**src/rtl/vga_timing_gen.sv**
```systemverilog
// Parametrised raster timing generator: phase-accumulator pixel strobe, sync/blank
// decode, line/frame strobes, and a position running LEAD pixels ahead for fetches.
module vga_timing_gen #(
  parameter int          HD     = 640,
  parameter int          HF     = 16,
  parameter int          HS     = 96,
  parameter int          HB     = 48,
  parameter int          VD     = 480,
  parameter int          VF     = 10,
  parameter int          VS     = 2,
  parameter int          VB     = 33,
  parameter logic        HS_POL = 1'b0,
  parameter logic        VS_POL = 1'b0,
  parameter logic [15:0] CE_INC = 16'h4000,
  parameter int          LEAD   = 2,
  parameter int          W      = 16
) (
  input  logic         clk,
  input  logic         rst,
  output logic         ce,
  output logic         hs,
  output logic         vs,
  output logic         en,
  output logic [W-1:0] x,
  output logic [W-1:0] y,
  output logic         line_start,
  output logic         frame_start,
  output logic         fetch_en,
  output logic [W-1:0] fetch_x,
  output logic [W-1:0] fetch_y
);

  localparam int HT = HD + HF + HS + HB;
  localparam int VT = VD + VF + VS + VB;

  localparam logic [W-1:0] ONE    = W'(1);
  localparam logic [W-1:0] H_LAST = W'(HT - 1);
  localparam logic [W-1:0] V_LAST = W'(VT - 1);
  localparam logic [W-1:0] H_ACT  = W'(HD);
  localparam logic [W-1:0] V_ACT  = W'(VD);
  localparam logic [W-1:0] H_SS   = W'(HD + HF);
  localparam logic [W-1:0] H_SE   = W'(HD + HF + HS);
  localparam logic [W-1:0] V_SS   = W'(VD + VF);
  localparam logic [W-1:0] V_SE   = W'(VD + VF + VS);
  // Fetch counters start LEAD raster steps after the (HT-1, VT-1) reset position.
  localparam logic [W-1:0] FH0    = (LEAD == 0) ? H_LAST : W'(LEAD - 1);
  localparam logic [W-1:0] FV0    = (LEAD == 0) ? V_LAST : '0;

  function automatic logic active(input logic [W-1:0] h, input logic [W-1:0] v);
    return (h < H_ACT) && (v < V_ACT);
  endfunction

  logic [15:0]  acc;
  logic [16:0]  sum;
  logic         tick;
  logic [W-1:0] hc, vc, fh, fv;
  logic [W-1:0] hc_n, vc_n, fh_n, fv_n;

  assign sum  = {1'b0, acc} + {1'b0, CE_INC};
  assign tick = sum[16];

  always_comb begin
    hc_n = hc;
    vc_n = vc;
    fh_n = fh;
    fv_n = fv;
    if (tick) begin
      if (hc == H_LAST) begin
        hc_n = '0;
        vc_n = (vc == V_LAST) ? '0 : vc + ONE;
      end else begin
        hc_n = hc + ONE;
      end
      if (fh == H_LAST) begin
        fh_n = '0;
        fv_n = (fv == V_LAST) ? '0 : fv + ONE;
      end else begin
        fh_n = fh + ONE;
      end
    end
  end

  // Outputs are decoded from the next counter values so they switch with the counters.
  always_ff @(posedge clk) begin
    if (rst) begin
      acc         <= '0;
      hc          <= H_LAST;
      vc          <= V_LAST;
      fh          <= FH0;
      fv          <= FV0;
      ce          <= 1'b0;
      hs          <= ~HS_POL;
      vs          <= ~VS_POL;
      en          <= 1'b0;
      x           <= '0;
      y           <= '0;
      line_start  <= 1'b0;
      frame_start <= 1'b0;
      fetch_en    <= active(FH0, FV0);
      fetch_x     <= active(FH0, FV0) ? FH0 : '0;
      fetch_y     <= active(FH0, FV0) ? FV0 : '0;
    end else begin
      acc         <= sum[15:0];
      hc          <= hc_n;
      vc          <= vc_n;
      fh          <= fh_n;
      fv          <= fv_n;
      ce          <= tick;
      hs          <= (hc_n >= H_SS && hc_n < H_SE) ? HS_POL : ~HS_POL;
      vs          <= (vc_n >= V_SS && vc_n < V_SE) ? VS_POL : ~VS_POL;
      en          <= active(hc_n, vc_n);
      x           <= active(hc_n, vc_n) ? hc_n : '0;
      y           <= active(hc_n, vc_n) ? vc_n : '0;
      line_start  <= tick && (hc_n == '0);
      frame_start <= tick && (hc_n == '0) && (vc_n == '0);
      fetch_en    <= active(fh_n, fv_n);
      fetch_x     <= active(fh_n, fv_n) ? fh_n : '0;
      fetch_y     <= active(fh_n, fv_n) ? fv_n : '0;
    end
  end

endmodule

```
**config.mk**
```make
export PLATFORM = sky130hd
export DESIGN_NAME = vga_timing_gen
export DESIGN_NICKNAME = d
export VERILOG_FILES = /design/src/rtl/vga_timing_gen.sv
export SDC_FILE = /design/constraint.sdc
export NUM_CORES = 1
export LEC_CHECK = 0
export CAP_MARGIN = 20
export CORE_MARGIN = 5
export CORE_UTILIZATION = 29
export CTS_CLUSTER_SIZE = 16
export DETAILED_ROUTE_END_ITERATION = 12
export HOLD_SLACK_MARGIN = 0.1
export PLACE_DENSITY = 0.5
export SLEW_MARGIN = 10
export SYNTH_ARGS = -nofsm -noshare
export SYNTH_HDL_FRONTEND = slang
export SYNTH_SLANG_ARGS = --single-unit
```
**constraint.sdc**
```tcl
create_clock -name clk -period 4.1 [get_ports clk]
set_input_delay 0.41 -clock clk [delete_from_list [all_inputs] [get_ports clk]]
set_output_delay 0.41 -clock clk [all_outputs]
set_load 0.05 [all_outputs]
```
==> results of run 1 <==
## logic make-up after synthesis
group | Yosys count
buffers and inverters | 42
muxes | 11
DFF | 137
xor gates and xnor gates | 47
adders and majority gates | 7
and+or+nand+nor | 301
other | 1
AOI/OAI and AO/OA | 57
## path summary, 6_finish.rpt
path | from | endpoint | slack, ps | cells past startpoint
hold reg to reg | acc[14] | acc[14] | 420 | 1
hold / removal | acc[14] | acc[14] | 420 | 1
setup / recovery | fh[4] | fetch_x[6] | 560 | 7
setup reg to reg | fh[4] | fetch_x[6] | 560 | 7
## power breakdown
part | leakage, uW | switching, uW | internal, uW
combinational | 0.00130 | 146 | 70.7
sequential | 0.00112 | 18.1 | 1360
clock | 0.000298 | 595 | 1040
total | 0.00272 | 759 | 2470
## layer usage
layer	part of all wire, %	up-vias	global-route usage [%]	routed length [um]
li1	-	2288	-	-
met4	1.2	0	4.05	163
met1	48	2145	16.9	6330
met2	45	116	19.9	6040
met5	0	-	0	0
met3	5.7	14	4.16	759
## sequential cells by signal, indices dropped and copies added, names as in the netlist
signal and cells:
fetch_y 16, fh 16, vc 16, hc 16, fetch_x 16, hs 1, frame_start 1, y 16
line_start 1, fetch_en 1, acc 2, en 1, vs 1, x 16, fv 16, ce 1
## cells in the final DEF (no fill, tap or decap), types with 12 or more instances in the layout
cell             instances
a21oi_1                 16
and3_1                  12
clkbuf_16               17
clkdlybuf4s50_1         72
conb_1                  26
dfxtp_1                137
inv_1                   16
nand2_1                 37
nand3_1                 22
nand4_1                 26
nor2_1                 107
nor3_1                  26
nor4_1                  13
o21ai_0                 17
xnor2_1                 25
xor2_1                  22
## worst max-delay path, cell delays in order, from the launching register on
cell,delay [ps]
dfxtp_1,430
or4b_2,660
or4_1,710
or4_1,520
a21o_1,200
o311ai_0,110
or3_1,650
nor2_1,120
## metrics by stage
stage / instance area [um2] / cells / power, uW
floorplan: 5560 / 628 / 1550
global placement: 6520 / 917 / 1620
detailed placement: 6520 / 917 / 1620
CTS: 7160 / 949 / 3280
global route: 7160 / 949 / 3350
finish: 7160 / 949 / 3230
## cell type report
class | count | area, um2
Timing Repair Buffer | 81 | 788
Inverter | 16 | 60.1
Clock buffer | 19 | 443
Tap cell | 234 | 293
Fill cell | 1910 | 11500
Clock inverter | 13 | 193
Multi-Input combinational cell | 449 | 2640
Sequential cell | 137 | 2740
==> qor.txt, run 1 <==
Die ar. -> 21700 um2
Die Span X -> 147 um
CTS tree -> built
Synth Area in Simple Gates -> 28.9%
Avg Cell Area, Syn -> 9.06 um2
Top post-synthesis cells by area -> dfxtp_1 50%, nor2_1 7.3%, xnor2_1 4.0%, xor2_1 3.5%, nand4_1 3.0%
Remaining antenna violation count -> 0
Pwr Density -> 451 nW/um2
Endpoints failing hold -> 0
Adder-cell share of the synthesized area -> 1.60%
Synth Area in XOR/XNOR -> 7.53%
Count leader, synth -> dfxtp_1
Vias per cell -> 4.81
Core region area -> 18600 um2
Top cell type's share of synthesized area -> 50.2%
#FFs+latches synth -> 137
Clk_lat worst skew -> 420 ps
Dpl ws -> 556 ps
Syn Std Cell Area -> 5470 um2
Via count -> 4563
Largest family of logic cells by synthesized area -> simple AND/OR/NAND/NOR gates
RSZ-0062 raised after global routing -> no
Mux contribution to synthesized area -> 2.06%
DRC -> 0
Hold slack -> 418 ps
Number of max-cap violations -> 0
Final period utilization -> 86.2%
Wire per inst -> 14.0 um
Initial antenna violation count -> 0
Detailed Route WL -> 13300 um
Setup TNS -> 0 ps
Synth top cells by count -> 137 x dfxtp_1, 107 x nor2_1, 37 x nand2_1, 26 x nand4_1, 26 x nor3_1
Final worst slack -> 565 ps
Critical path class -> reg -> reg
Worst-Margin Slew -> 719 ps
Root buffer cell -> clkbuf_16
Post-CTS Resized -> 0
CTS Sinks -> 137
First-pass GRT wire length -> 22600 um
CP startpoint kind -> register
Total grt overflow -> 0
Min-Delay Path Class -> reg -> reg
Dominant cell type by area after synthesis -> dfxtp_1
Maximum vdd drop -> 307 uV
H-tree lvl count -> 4
CTS Hold Bufs -> 0
Compound-gate portion of the synthesized area -> 6.43%
Outcome -> finished, final reports clean
Reg clk slew, reported paths -> 60 ps
ANT cells -> 0
Lkg Pwr -> 0.00272 uW
Deepest clock path buffer count -> 2
I/O Buffers -> 72
Final Skew -> 8.24 ps
# rows -> 50
Async SR Flop Fraction -> 0%
Starting DRT DRC Count -> 315
Crit path max fanout -> 19
Final Util -> 38.4%
Final GP Congestion -> 0.883
P&R area growth vs syn -> 31.0%
Height of the die -> 147 um
Main synth FF type -> dfxtp_1
CTS Buf Count -> 17
Post-CTS Setup Inserts -> 0
Relative slew slack -> 52.1%
Final nets -> 711
Critical Path RT -> 4370 ps
Sequential-to-total area share from yosys stat -> 50.2%
Crit path DAT -> 3810 ps
Vias in the first global route -> 4518
Layout cell share with drive strength beyond 1 -> 7.69%
Total iterations of the first detailed-routing run -> 5
Largest net degree at the start of global routing -> 43
Initial core utilization -> 29.3%
GRT Overall Usage -> 12.8%
Synth cell types -> 58
Yosys warns -> 0
Worst setup EP type -> register
Hpwl dp -> 9440 um
Setup violations, final -> 0
Final Critical Period -> 3540 ps
# IOs -> 73
Post-synth EDFFs -> 0
Max frequency -> 0.283 GHz
Post-synthesis instance total -> 603
Final Max Tran Viols -> 0
(Power assumes the default switching activity.)
==> run 2: changes to the inputs <==
--- a/config.mk
+++ b/config.mk
@@ -10,6 +10,7 @@
 export CORE_UTILIZATION = 29
 export CTS_CLUSTER_SIZE = 16
 export DETAILED_ROUTE_END_ITERATION = 12
+export GPL_TIMING_DRIVEN = 0
 export HOLD_SLACK_MARGIN = 0.1
 export PLACE_DENSITY = 0.5
 export SLEW_MARGIN = 10
==> run 2 against run 1 <==
  * Clock skew up 5.3 ps
  * Fmax shrank 3.2%
  * Final cell count rose by 1.8%
  * Critical path type unchanged
  * Global-route usage grew 0.38 points
  * Largest cell class unchanged
  * Power down 0.16%
==> qor.txt, run 2 (synthesis results as in run 1) <==
M3 GR Usage -> 4.23% (was 4.16%)
Final GP Congestion -> 0.861 (was 0.883)
H-tree lvl count -> 4 (unchanged)
Worst setup EP type -> register (unchanged)
Die Span X -> 147 um (unchanged)
Total grt overflow -> 0 (unchanged)
M1 GR Usage -> 16.9% (about the same)
Largest net degree at the start of global routing -> 17 (was 43)
Pwr Density -> 447 nW/um2 (was 451 nW/um2)
RSZ-0062 raised after global routing -> no (unchanged)
Design area -> 7210 um2 (was 7160 um2)
P&R area growth vs syn -> 32.0% (was 31.0%)
Final period utilization -> 89.1% (was 86.2%)
Setup TNS -> 0 ps (unchanged)
Hold path depth -> 1 (unchanged)
Initial core utilization -> 29.3% (unchanged)
Commonest non-fill, non-tap cell in the layout -> dfxtp_1 (unchanged)
Reg clk slew, reported paths -> 60 ps (about the same)
Most frequent cells in the layout -> 137 x dfxtp_1, 107 x nor2_1, 72 x clkdlybuf4s50_1 (unchanged)
M2 GR Usage -> 20.5% (was 19.9%)
Hpwl dp -> 10100 um (was 9440 um)
Core region area -> 18600 um2 (unchanged)
GRT Overall Usage -> 13.2% (was 12.8%)
R2r startpoint -> acc[14] (was fh[4])
ANT cells -> 0 (unchanged)
Crit path max fanout -> 10 (was 19)
Vias in the first global route -> 4538 (was 4518)
Final Util -> 38.7% (was 38.4%)
Dpl cells -> 934 (was 917)
Die ar. -> 21700 um2 (unchanged)
Final Non-Filler Cells -> 966 (was 949)
First-pass GRT wire length -> 23000 um (was 22600 um)
Relative slew slack -> 39.7% (was 52.1%)
Critical path class -> reg -> reg (unchanged)
Placed cell area -> 6580 um2 (was 6520 um2)
Total iterations of the first detailed-routing run -> 5 (unchanged)
Initial antenna violation count -> 0 (unchanged)
Hold path startpoint -> acc[14] (unchanged)
Deepest clock path buffer count -> 2 (unchanged)
Final Max Tran Viols -> 0 (unchanged)
Final Skew -> 13.5 ps (was 8.24 ps)
Worst hold path endpoint -> acc[14] (unchanged)
Final nets -> 728 (was 711)
Crit path DAT -> 4010 ps (was 3810 ps)
# rows -> 50 (unchanged)
Worst R2R Setup Slack -> 450 ps (was 560 ps)
Maximum vdd drop -> 302 uV (was 307 uV)
# IOs -> 73 (unchanged)
CTS Buf Count -> 17 (unchanged)
Wire per inst -> 14.4 um (was 14.0 um)
Layout cell share with drive strength beyond 1 -> 7.24% (was 7.69%)
Root buffer cell -> clkbuf_16 (unchanged)
Endpoints failing hold -> 0 (unchanged)
CTS Hold Bufs -> 0 (unchanged)
Number of max-cap violations -> 0 (unchanged)
CP startpoint kind -> register (unchanged)
Lkg Pwr -> 0.00272 uW (about the same)
Remaining antenna violation count -> 0 (unchanged)
Outcome -> finished, final reports clean (unchanged)
Hold slack -> 422 ps (was 418 ps)
Min-Delay Path Class -> reg -> reg (unchanged)
DRC -> 0 (unchanged)
Post-CTS Setup Inserts -> 0 (unchanged)
CTS Sinks -> 137 (unchanged)
Final Critical Period -> 3650 ps (was 3540 ps)
Detailed Route WL -> 13900 um (was 13300 um)
Starting DRT DRC Count -> 267 (was 315)
Most Crowded Layer GR -> met2 (unchanged)
CTS tree -> built (unchanged)
Setup violations, final -> 0 (unchanged)
Height of the die -> 147 um (unchanged)
Worst Reg2Reg Path Length in Cells -> 10 (was 7)
Critical Path RT -> 4450 ps (was 4370 ps)
Clk_lat worst skew -> 430 ps (was 420 ps)
Critical R2R Capture -> x[2] (was fetch_x[6])
I/O Buffers -> 72 (unchanged)
Vias per cell -> 4.80 (was 4.81)
Worst-Margin Slew -> 897 ps (was 719 ps)
Via count -> 4638 (was 4563)
Max frequency -> 0.274 GHz (was 0.283 GHz)
## run 2: changes by cell type in the layout (fill, tap and decap cells not counted), moves of 2 or more
cell | before | now
nor4_2 | 2 | 4
buf_4 | 9 | 2
clkbuf_1 | 1 | 21
clkinv_4 | 2 | 4
nor4_1 | 13 | 11
buf_2 | 0 | 3
## run 2: routing by layer
layer | wire length (um) | vias to the layer above
met4 | 242 | 0
met3 | 758 | 19
met5 | 0 | -
met1 | 6560 | 2190
li1 | - | 2314
met2 | 6320 | 115
## run 2: timing repair
item | 4_1_cts | 5_1_grt
gates resized for setup | 0 | 1
endpoints found under the setup margin | 0 | 1
hold endpoints to repair | 0 | 0
## run 2: report_power, final
part | leakage [uW] | internal [uW] | switching (uW)
Sequential | 0.00112 | 1360 | 14.2
Combinational | 0.00131 | 66.4 | 152
Clock | 0.000294 | 1020 | 607
## run 2: cell type report
| type | instances | area [um2] |
|---|---|---|
| Clock buffer | 19 | 433 |
| Inverter | 16 | 60.1 |
| Timing Repair Buffer | 72 | 721 |
| Sequential cell | 137 | 2740 |
| Tap cell | 234 | 293 |
| Fill cell | 1915 | 11400 |
| Multi-Input combinational cell | 449 | 2650 |
| Buffer | 26 | 116 |
| Clock inverter | 13 | 195 |
## run 2: critical path, cell delays in order (launching register included)
cell and delay, ps:
dfxtp_1 330, ha_1 360, clkbuf_1 450, nand2_1 190
nor4_1 620, mux2i_1 170, a211oi_1 500, nand2b_1 140
or4_4 540, buf_4 190, nor2_1 100
## run 2: per-stage QoR
stage,power (uW),setup WS [ps]
3_5_place_dp,1620,195
4_1_cts,3270,191
6_report,3220,447
3_3_place_gp,1620,155
2_1_floorplan,1550,988
5_1_grt,3350,231
## run 2: worst max path at each step
stage            start         end  slack [ps]
6_report       acc[14]        x[2]         450
4_1_cts          fh[5]    fetch_en         190
3_3_place_gp     fh[4]  fetch_y[6]         160
5_1_grt        acc[14]        x[2]         230
2_1_floorplan    fh[5]    fetch_en         990
3_5_place_dp     fh[4]    fetch_en         190
